$ cat src/rtl/l2_invq.sv
// l2_invq: multi-channel L2 invalidation queue.
// Buffers line addresses from l2tag and broadcasts the head entry to NCH L1 invalidation
// channels. The head retires once every channel has accepted it.
// Optional feature macro: L2INVQ_COALESCE_EN absorbs a write whose address already sits in a
// non-head valid entry.
module l2_invq #(
    parameter int unsigned AW    = 26,
    parameter int unsigned DEPTH = 8,
    parameter int unsigned NCH   = 2
) (
    input  logic                       clk_i,
    input  logic                       rst_i,
    input  logic                       wr_valid_i,
    input  logic [AW-1:0]              wr_addr_i,
    output logic                       wr_ready_o,
    output logic [NCH-1:0]             rd_valid_o,
    output logic [AW-1:0]              rd_addr_o,
    input  logic [NCH-1:0]             rd_ready_i,
    output logic [$clog2(DEPTH+1)-1:0] count_o
);

    localparam int unsigned PW = $clog2(DEPTH);
    localparam int unsigned CW = $clog2(DEPTH + 1);

    logic [AW-1:0]  mem_q [DEPTH];
    logic [PW-1:0]  head_q, head_d;
    logic [PW-1:0]  tail_q, tail_d;
    logic [CW-1:0]  count_q, count_d;
    logic [NCH-1:0] done_q, done_d;

    logic           full, empty, hit, push, pop;
    logic [NCH-1:0] hs;

    assign full  = (count_q == CW'(DEPTH));
    assign empty = (count_q == '0);

`ifdef L2INVQ_COALESCE_EN
    // Distance of slot i from the head, modulo DEPTH.
    function automatic logic [PW-1:0] slot_off(input int unsigned i, input logic [PW-1:0] head);
        return PW'(i) - head;
    endfunction

    // Match wr_addr against every valid entry except the head (it may be partially delivered).
    always_comb begin
        hit = 1'b0;
        for (int unsigned i = 0; i < DEPTH; i++) begin
            if ((slot_off(i, head_q) != '0) && (CW'(slot_off(i, head_q)) < count_q) &&
                (mem_q[i] == wr_addr_i)) begin
                hit = 1'b1;
            end
        end
    end
`else
    assign hit = 1'b0;
`endif

    // A coalesced write is accepted but allocates nothing.
    assign wr_ready_o = !full || hit;
    assign push       = wr_valid_i && wr_ready_o && !hit;

    assign rd_valid_o = empty ? '0 : ~done_q;
    assign rd_addr_o  = empty ? '0 : mem_q[head_q];
    assign count_o    = count_q;

    assign hs  = rd_valid_o & rd_ready_i;
    assign pop = !empty && (&(done_q | hs));

    // Next-state for pointers, occupancy and the per-channel delivered mask.
    always_comb begin
        head_d  = pop ? head_q + PW'(1) : head_q;
        tail_d  = push ? tail_q + PW'(1) : tail_q;
        count_d = count_q;
        unique case ({push, pop})
            2'b10:   count_d = count_q + CW'(1);
            2'b01:   count_d = count_q - CW'(1);
            default: count_d = count_q;
        endcase
        done_d = (pop || empty) ? '0 : (done_q | hs);
    end

    // Control state with synchronous reset; pending entries are discarded on reset.
    always_ff @(posedge clk_i) begin
        if (rst_i) begin
            head_q  <= '0;
            tail_q  <= '0;
            count_q <= '0;
            done_q  <= '0;
        end else begin
            head_q  <= head_d;
            tail_q  <= tail_d;
            count_q <= count_d;
            done_q  <= done_d;
        end
    end

    // Entry storage, intentionally not reset.
    always_ff @(posedge clk_i) begin
        if (push) begin
            mem_q[tail_q] <= wr_addr_i;
        end
    end

`ifndef SYNTHESIS
    // Occupancy sanity checks.
    always_ff @(posedge clk_i) begin
        if (!rst_i) begin
            assert (!(push && full));
            assert (!(pop && empty));
            assert (count_q <= CW'(DEPTH));
        end
    end
`endif

endmodule

$ cat config.mk
export PLATFORM = sky130hd
export DESIGN_NAME = l2_invq
export DESIGN_NICKNAME = d
export VERILOG_FILES = /design/src/rtl/l2_invq.sv
export SDC_FILE = /design/constraint.sdc
export NUM_CORES = 1
export LEC_CHECK = 0
export ABC_CLOCK_PERIOD_IN_PS = 8950
export CORE_MARGIN = 2
export CORE_UTILIZATION = 50
export CTS_BUF_LIST = sky130_fd_sc_hd__clkbuf_8
export DETAILED_ROUTE_END_ITERATION = 8
export PLACE_DENSITY = 0.76
export SLEW_MARGIN = 20
export SYNTH_ARGS = -nofsm -noshare
export SYNTH_HDL_FRONTEND = slang
export SYNTH_SLANG_ARGS = --single-unit
$ cat constraint.sdc
create_clock -name clk_i -period 8.95 [get_ports clk_i]
set_clock_uncertainty 0.1 [all_clocks]
set_input_delay 1.79 -clock clk_i [delete_from_list [all_inputs] [get_ports clk_i]]
set_output_delay 1.79 -clock clk_i [all_outputs]
set_load 0.005 [all_outputs]
==> results of run 1 <==
-- placed cells by master, fill, tap and decap left out, drive strengths merged, types with 9 or more instances in the layout --
master         synthesis  routed
edfxtp               208     208
clkdlybuf4s50          0      63
mux4                  52      52
nor2                  43      43
clkbuf                 6      37
mux2i                 28      28
dfxtp                 15      15
inv                    0      13
buf                   15      13
clkinv                 0       9
-- layout make-up --
cell class,count,area [um2]
multi-input combinational,167,2031
clock buffer,37,509.2
tap,225,281.5
timing repair buffer,76,748.2
sequential,223,6553
clock inverter,25,105.1
fill,1201,6889
-- critical path, cell delays in order, from the launching register on --
cell and delay (ns):
dfxtp_4 0.66, buf_16 0.31, mux4_2 0.53, mux2i_1 0.17, nor2_1 0.11, clkdlybuf4s50_1 0.48
-- report_power, final --
group / total [mW] / switching [mW] / internal [mW] / leakage, nW
combinational: 0.582 / 0.253 / 0.329 / 0.848
sequential: 1.24 / 0.0482 / 1.19 / 2.01
clock: 0.746 / 0.364 / 0.382 / 0.350
total: 2.57 / 0.665 / 1.90 / 3.21
-- logic make-up after synthesis --
group	synth area share
DFF	0.7568
muxes	0.1691
and+or+nand+nor	0.03964
buffers and inverters	0.01403
AOI/OAI and AO/OA	0.005208
xor gates and xnor gates	0.007956
adders and majority gates	0.007233
-- cells in the mapped netlist (all sizes together) --
master  number  area (um2)
edfxtp     208        6246
mux4        52        1171
nor2        43       161.4
mux2i       28       280.3
buf         15       98.84
dfxtp       15       300.3
clkbuf       6       22.52
ha           5       62.56
nor3         5       30.03
xor2         5       51.30
nand2        4       33.79
a21oi        3       18.77
nand2b       3       18.77
nand3        3       20.02
nor4b        3       26.28
nor4         2       18.77
o21ai        2       10.01
xnor2        2       17.52
a32o         1       10.01
mux2         1       11.26
nor2b        1       6.260
nor3b        1       7.510
o22ai        1       6.260
or3          1       6.260
or4b         1       13.76
-- metrics by stage --
stage	hold slack, ns	power [mW]	utilization	instance area, um2
after global placement	0.4064	1.827	0.5596	9579
after global routing	0.4638	2.688	0.5975	10230
after CTS	0.4309	2.587	0.5955	10190
after floorplan	0.3902	1.568	-	8650
final	0.4325	2.567	0.5975	10230
after detailed placement	0.4098	1.842	0.5596	9579
-- state kept, by name, summed over array words and instances, names as in the netlist, named ones only --
signal and cells:
tail_q 3, head_q 3, count_o 4, mem_q 208, done_q 2
-- per-layer routing --
metal / global-route usage / share of wire
met5: 0 / 0
met4: 0.06076 / 0.022
met3: 0.03741 / 0.064
met2: 0.3119 / 0.50
met1: 0.2341 / 0.41
-- how the worst min path moves through the flow --
stage          startpoint  endpoint  slack (ns)
2_1_floorplan   head_q[2]      flop        0.39
3_3_place_gp    head_q[2]      flop        0.41
3_5_place_dp    head_q[2]      flop        0.41
4_1_cts         head_q[2]      flop        0.43
5_1_grt         head_q[2]      flop        0.46
6_report        head_q[2]      flop        0.43
==> metrics, run 1 <==
status=completed; IO buf count=63; register bit total from synthesis=223; critical path fanouts, max=30; # IOs=64; TritonCTS clock tree=yes; Hold Path Depth=2; antenna violations before repair=0; DIE AREA=~18000 um2; final hold vios=0; DP Wirelength=9114 um; gr ovfl total=0; number of global-route vias before repair=roughly 4500; core area=approximately 17000 um2; Worst R2R Start=count_o[1]; Seq/Total Area, Yosys=0.7568; Worst VDD drop=about 0.33 mV; Clock Latency Late Sink=a little under 0.5 ns; nature of the critical path endpoint=output pin; GRT Util Overall=0.1817; Cell Area, Synth=slightly below 9000 um2; Placer Congestion=0.7419; Hold/Removal Path Class=reg2reg; RSZ-0062 raised after global routing=false; final period utilization=0.5186; YS warnings=0; initial drt markers=343; Area growth syn-to-layout=18.24%; htree depth=2; clock root buffer=clkbuf_8; r2r setup slk=around 6.0 ns; worst slack, placed=~4.5 ns; Initial Util=0.5053; Mean Syn Cell Area=roughly 21 um2; Worst Tran Pin Value=1.036 ns; CP Data Required Time=between 7 and 8 ns; Max Root-Sink Buffers=3; vias per cell=5.495; Yosys cell types=35; DRT Wirelength=about 16000 um; Worst Reg-to-Reg Cells=10; FP Rows=48; Post-CTS Setup Inserts=0; Post-Syn Instances=approximately 410; largest net degree at the start of global routing=53; Worst slew margin=0.3056; Setup Viol. Count Final=0; Resize count post-CTS=0; pwr dens=251.0 nW/um2; Startpoint Class=flop; cts bufs inserted=35; end of the worst register-to-register path=count_o[2]; crit path kind=reg2out; Die W=~140 um; via count=~4100; Post-DRT Antenna Nets=0; CP arrival=between 2 and 3 ns; fin worst setup slack=4.308 ns; layout cells sized above 1=0.2348; Placed Instances=slightly below 700; first-pass GRT wire length=24940 um; DRC violations left=0; syn nets=about 450; fin cells=753; clock slew at reported path FFs=~0.060 ns; clock sinks=~220; antenna diode count=0; CP endpoint=rd_addr_o[24]; nets=539; maxcap violations=0; TNS Setup=0 ns; leakage=3.211 nW; pins over their slew limit=0; Final Critical Period=roughly 4.6 ns; # hold bufs at CTS=0; Max Fclk=215.4 MHz; 1st-pass router iterations=4; WL/cell=approximately 21 um; Die Y=about 140 um
No activity file was read; power rests on OpenSTA's default activity.
==> run 2, diff against run 1 <==
ABC_CLOCK_PERIOD_IN_PS = 4120   (was 8950)
PLACE_DENSITY = 0.78   (was 0.76)
clock period = 4.12 ns   (was 8.95 ns; I/O delays follow)
==> run 2 against run 1 <==
Via count increased by 0.89%. Clock power increased by 140%. Critical path type unchanged. Sequential cell count stayed put. Final cell count is 0.53% higher. Highest routed layer unchanged. Register-to-register slack lost 4.7 ns.
==> metrics, run 2 (synthesis gave the netlist of run 1 again) <==
status=completed; Post-DRT Antenna Nets=0; antenna diode count=0; pwr dens=between 500 and 600 nW/um2; maxcap violations=0; total power=around 5.7 mW; Placer Congestion=~0.74; Worst slew margin=0.4297; leakage=around 3.3 nW; Post-CTS Setup Inserts=0; clock root buffer=clkbuf_8; Hold/Removal Path Class=reg2reg; via count=approximately 4200; TNS Setup=0 ns; nature of the critical path endpoint=output pin; GR Layer Usage met1=0.2421; number of flip-flops in the largest register=about 210; Bufs and invs on worst path=2; number of global-route vias before repair=approximately 4400; largest net degree at the start of global routing=37; # hold bufs at CTS=0; Worst VDD drop=roughly 0.76 mV; final period utilization=0.8721; r2r setup slk=between 1 and 1.5 ns; first-pass GRT wire length=about 25000 um; clock sinks=223; cts bufs inserted=35; cell family with most CP delay=buffers and inverters; crit path kind=reg2out; vias per cell=5.515; hold wc startpoint=head_q[2]; GRT Util Overall=0.1814; worst slack, placed=about 0.89 ns; DIE AREA=about 18000 um2; 1st-pass router iterations=4; WL/cell=21.31 um; Worst R2R Start=count_o[1]; fin cells=about 760; Setup Viol. Count Final=0; critical path fanouts, max=22; GRT met3 Usage=0.04415; layout cells sized above 1=0.2519; CP Data Required Time=between 3 and 4 ns; DRT Wirelength=between 15000 and 20000 um; CP cell instances=buf_4 > mux4_2 > mux2i_1 > nor2_1 > clkdlybuf4s50_1; CP max stage delay=0.62 ns; Worst Reg-to-Reg Cells=10; clock slew at reported path FFs=around 0.06 ns; final hold vios=0; most common cell after layout, fill and taps aside=edfxtp_1; Max Root-Sink Buffers=3; Initial Util=0.5053; Die W=135.5 um; CP arrival=approximately 2.7 ns; nets=between 500 and 600; IO buf count=63; Core Util, Final=0.6044; Final Critical Period=around 3.6 ns; most flop-heavy register=mem_q; Hold Path Depth=2; Worst Tran Pin Value=0.8554 ns; Placed Instances=696; Max Fclk=about 280 MHz; busiest grt layer=met2; TritonCTS clock tree=yes; gr ovfl total=0; hold slack=roughly 0.43 ns; RSZ-0062 raised after global routing=false; antenna violations before repair=0; # IOs=64; pins over their slew limit=0; placed inst area=around 9700 um2; FILL cells=1213; end of the worst register-to-register path=count_o[2]; fin worst setup slack=between 0.5 and 0.6 ns; DP Wirelength=between 9000 and 10000 um; initial drt markers=343; Die Y=approximately 140 um; Area growth syn-to-layout=19.60%; commonest non-fill, non-tap cells in the layout=edfxtp_1 (208), clkdlybuf4s50_1 (63), mux4_2 (52), nor2_1 (40), clkbuf_8 (38); met2 Use GR=0.2998; Startpoint Class=flop; core area=between 15000 and 20000 um2; CP max-delay cell=dfxtp_4; Final Instance Area=between 10000 and 15000 um2; htree depth=2; Resize count post-CTS=0; Clock Latency Late Sink=between 0.4 and 0.5 ns; FP Rows=48; DRC violations left=0
## run 2: worst max-delay path by stage
stage                     slack [ns]  cells past startpoint             to     startpoint
after floorplan                 0.15                      2    mem_q[0][0]     wr_valid_i
after global placement          0.97                      5  rd_addr_o[21]           flop
after detailed placement        0.89                     10     count_o[2]  rd_ready_i[0]
after CTS                       0.45                      5  rd_addr_o[22]           flop
after global routing            0.34                      5  rd_addr_o[22]           flop
final                           0.53                      5  rd_addr_o[18]           flop
## run 2: report_power, final
part / internal (mW) / leakage, nW / switching (mW) / total [mW]
clock: 0.975 / 0.376 / 0.794 / 1.77
combinational: 0.718 / 0.883 / 0.540 / 1.26
sequential: 2.59 / 2.01 / 0.104 / 2.69
total: 4.28 / 3.27 / 1.44 / 5.72
## run 2: routing by layer
layer,share of wire,up-vias
li1,-,1877
met1,0.40,2134
met2,0.50,145
met3,0.079,19
met4,0.014,0
met5,0,-
## run 2: tightest hold or removal path, delay by kind of cell (launching register included)
family / cells / cell delay [ns]
XOR/XNOR: 1 / 0.11
flip-flops: 1 / 0.33
AND/OR/NAND/NOR: 1 / 0.05
## run 2: layout make-up
cell class | instances | area [um2] | share of cell area
clock buffer | 38 | 523.0 | 0.05056
multi-input combinational | 167 | 2024 | 0.1957
sequential | 223 | 6553 | 0.6334
tap | 225 | 281.5 | 0.02721
clock inverter | 23 | 147.6 | 0.01427
timing repair buffer | 81 | 815.8 | 0.07886
==> run 3, diff against run 2 <==
CORE_UTILIZATION = 45   (was 50)
PLACE_DENSITY = 0.72   (was 0.78)
TNS_END_PERCENT = 30   (was default)
==> run 3 against run 2 <==
Die area rose by 11%. Sequential power barely moved. Final cell count rose by 2.1%. Clock power barely moved.
==> metrics, run 3 (synthesis gave the netlist of run 1 again) <==
# IOs=64; Psw=~1.5 mW; Worst VDD drop=0.3423 mV; DRC violations left=0; initial drt markers=roughly 330; Startpoint Class=flop; Die W=142.6 um; DIE AREA=slightly above 20000 um2; via count=~4200; largest net degree at the start of global routing=32; Initial Util=0.4609; # hold bufs at CTS=0; clock root buffer=clkbuf_8; first-pass GRT wire length=25050 um; CP arrival=~2.8 ns; most flop-heavy register=mem_q; gr ovfl total=0; placed inst area=a little under 10000 um2; crit path kind=reg2out; cts bufs inserted=37; IO buf count=63; commonest non-fill, non-tap cells in the layout=edfxtp_1 (208), clkdlybuf4s50_1 (63), mux4_2 (52), nor2_1 (40), clkbuf_8 (39); TNS Setup=0 ns; RSZ-0062 raised after global routing=false; maxcap violations=0; clock sinks=about 220; combinational share of power=0.220; antenna violations before repair=0; WL/cell=roughly 21 um; FILL cells=1435; CP Data Required Time=3.20 ns; Post-CTS Setup Inserts=0; leakage=about 3.3 nW; Final Critical Period=between 3 and 4 ns; number of global-route vias before repair=approximately 4400; status=completed; 1st-pass router iterations=4; final period utilization=0.8913; Worst slew margin=0.5333; vias per cell=around 5.4; Placed Instances=between 700 and 800; pwr dens=around 550 nW/um2; htree depth=2; Final Instance Area=10380 um2; most common cell after layout, fill and taps aside=edfxtp_1; Clock power frac=0.309; Clock Latency Late Sink=roughly 0.5 ns; DRT Wirelength=16090 um; fin cells=~770; GRT Util Overall=0.1665; nets=between 500 and 600; final hold vios=0; critical path fanouts, max=24; nature of the critical path endpoint=output pin; core area=18770 um2; Area growth syn-to-layout=19.98%; Core Util, Final=0.5529; DP Wirelength=9504 um; Worst Tran Pin Value=around 0.7 ns; Resize count post-CTS=0; pins over their slew limit=0; Placer Congestion=just over 0.7; Max Fclk=roughly 270 MHz; Post-DRT Antenna Nets=0; Seq pwr share=0.471; antenna diode count=0; Hold/Removal Path Class=reg2reg; Die Y=142.6 um; FP Rows=50; layout cells sized above 1=0.2579; TritonCTS clock tree=yes; Setup Viol. Count Final=0; switch share=0.2565; number of flip-flops in the largest register=208; clock slew at reported path FFs=approximately 0.06 ns; Max Root-Sink Buffers=3; Internal Pwr Total=~4.2 mW
run 3: cell types whose count changed in the layout (fill, tap and decap cells not counted):
cell	change
buf_12	-2
buf_4	+6
bufinv_16	-1
clkbuf_8	+1
clkinv_1	+1
clkinv_2	-1
clkinvlp_4	+2
inv_1	+1
nor2_2	-3
nor2_4	+3
run 3: layer usage:
metal,part of all wire,track usage
met1,0.44,0.2195
met2,0.50,0.2761
met3,0.041,0.03756
met4,0.021,0.05784
met5,0,0
run 3: final cells by class:
class / count / area (um2) / share of cell area
flip-flops and latches: 223 / 6553 / 0.6314
multi-input cells: 167 / 2039 / 0.1965
repair buffers: 85 / 820.8 / 0.07909
clock buffers: 39 / 536.8 / 0.05172
well taps: 234 / 292.8 / 0.02821
clock inverters: 25 / 135.1 / 0.01302
run 3: final timing paths:
check,from,end,slack [ns],cells after the start
max reg2reg,count_o[1],count_o[2],1.25,10
max,flop,rd_addr_o[24],0.45,5
min reg2reg,head_q[2],flop,0.42,2
min,head_q[2],flop,0.42,2
run 3: critical path, stage by stage, from the launching register on:
cell	delay (ns)
dfxtp_4	0.61
buf_12	0.28
mux4_2	0.52
mux2i_1	0.27
nor2_1	0.07
clkdlybuf4s50_1	0.45
run 3: power groups by stage:
stage	Clock, mW	Sequential [mW]	Combinational (mW)
after floorplan	0	2.67	0.734
after global placement	0	2.73	1.27
after detailed placement	0	2.74	1.28
after CTS	1.81	2.69	1.28
after global routing	1.90	2.70	1.38
final	1.76	2.69	1.25
run 3: metrics by stage:
step                      power (mW)  hold WS [ns]  setup WS, ns
after floorplan                3.405        0.3902        0.1541
after global placement         3.994        0.4088        0.9488
after detailed placement       4.014        0.4060        0.8414
after CTS                      5.784        0.4185        0.3588
after global routing           5.985        0.4246        0.2860
final                          5.704        0.4198        0.4479
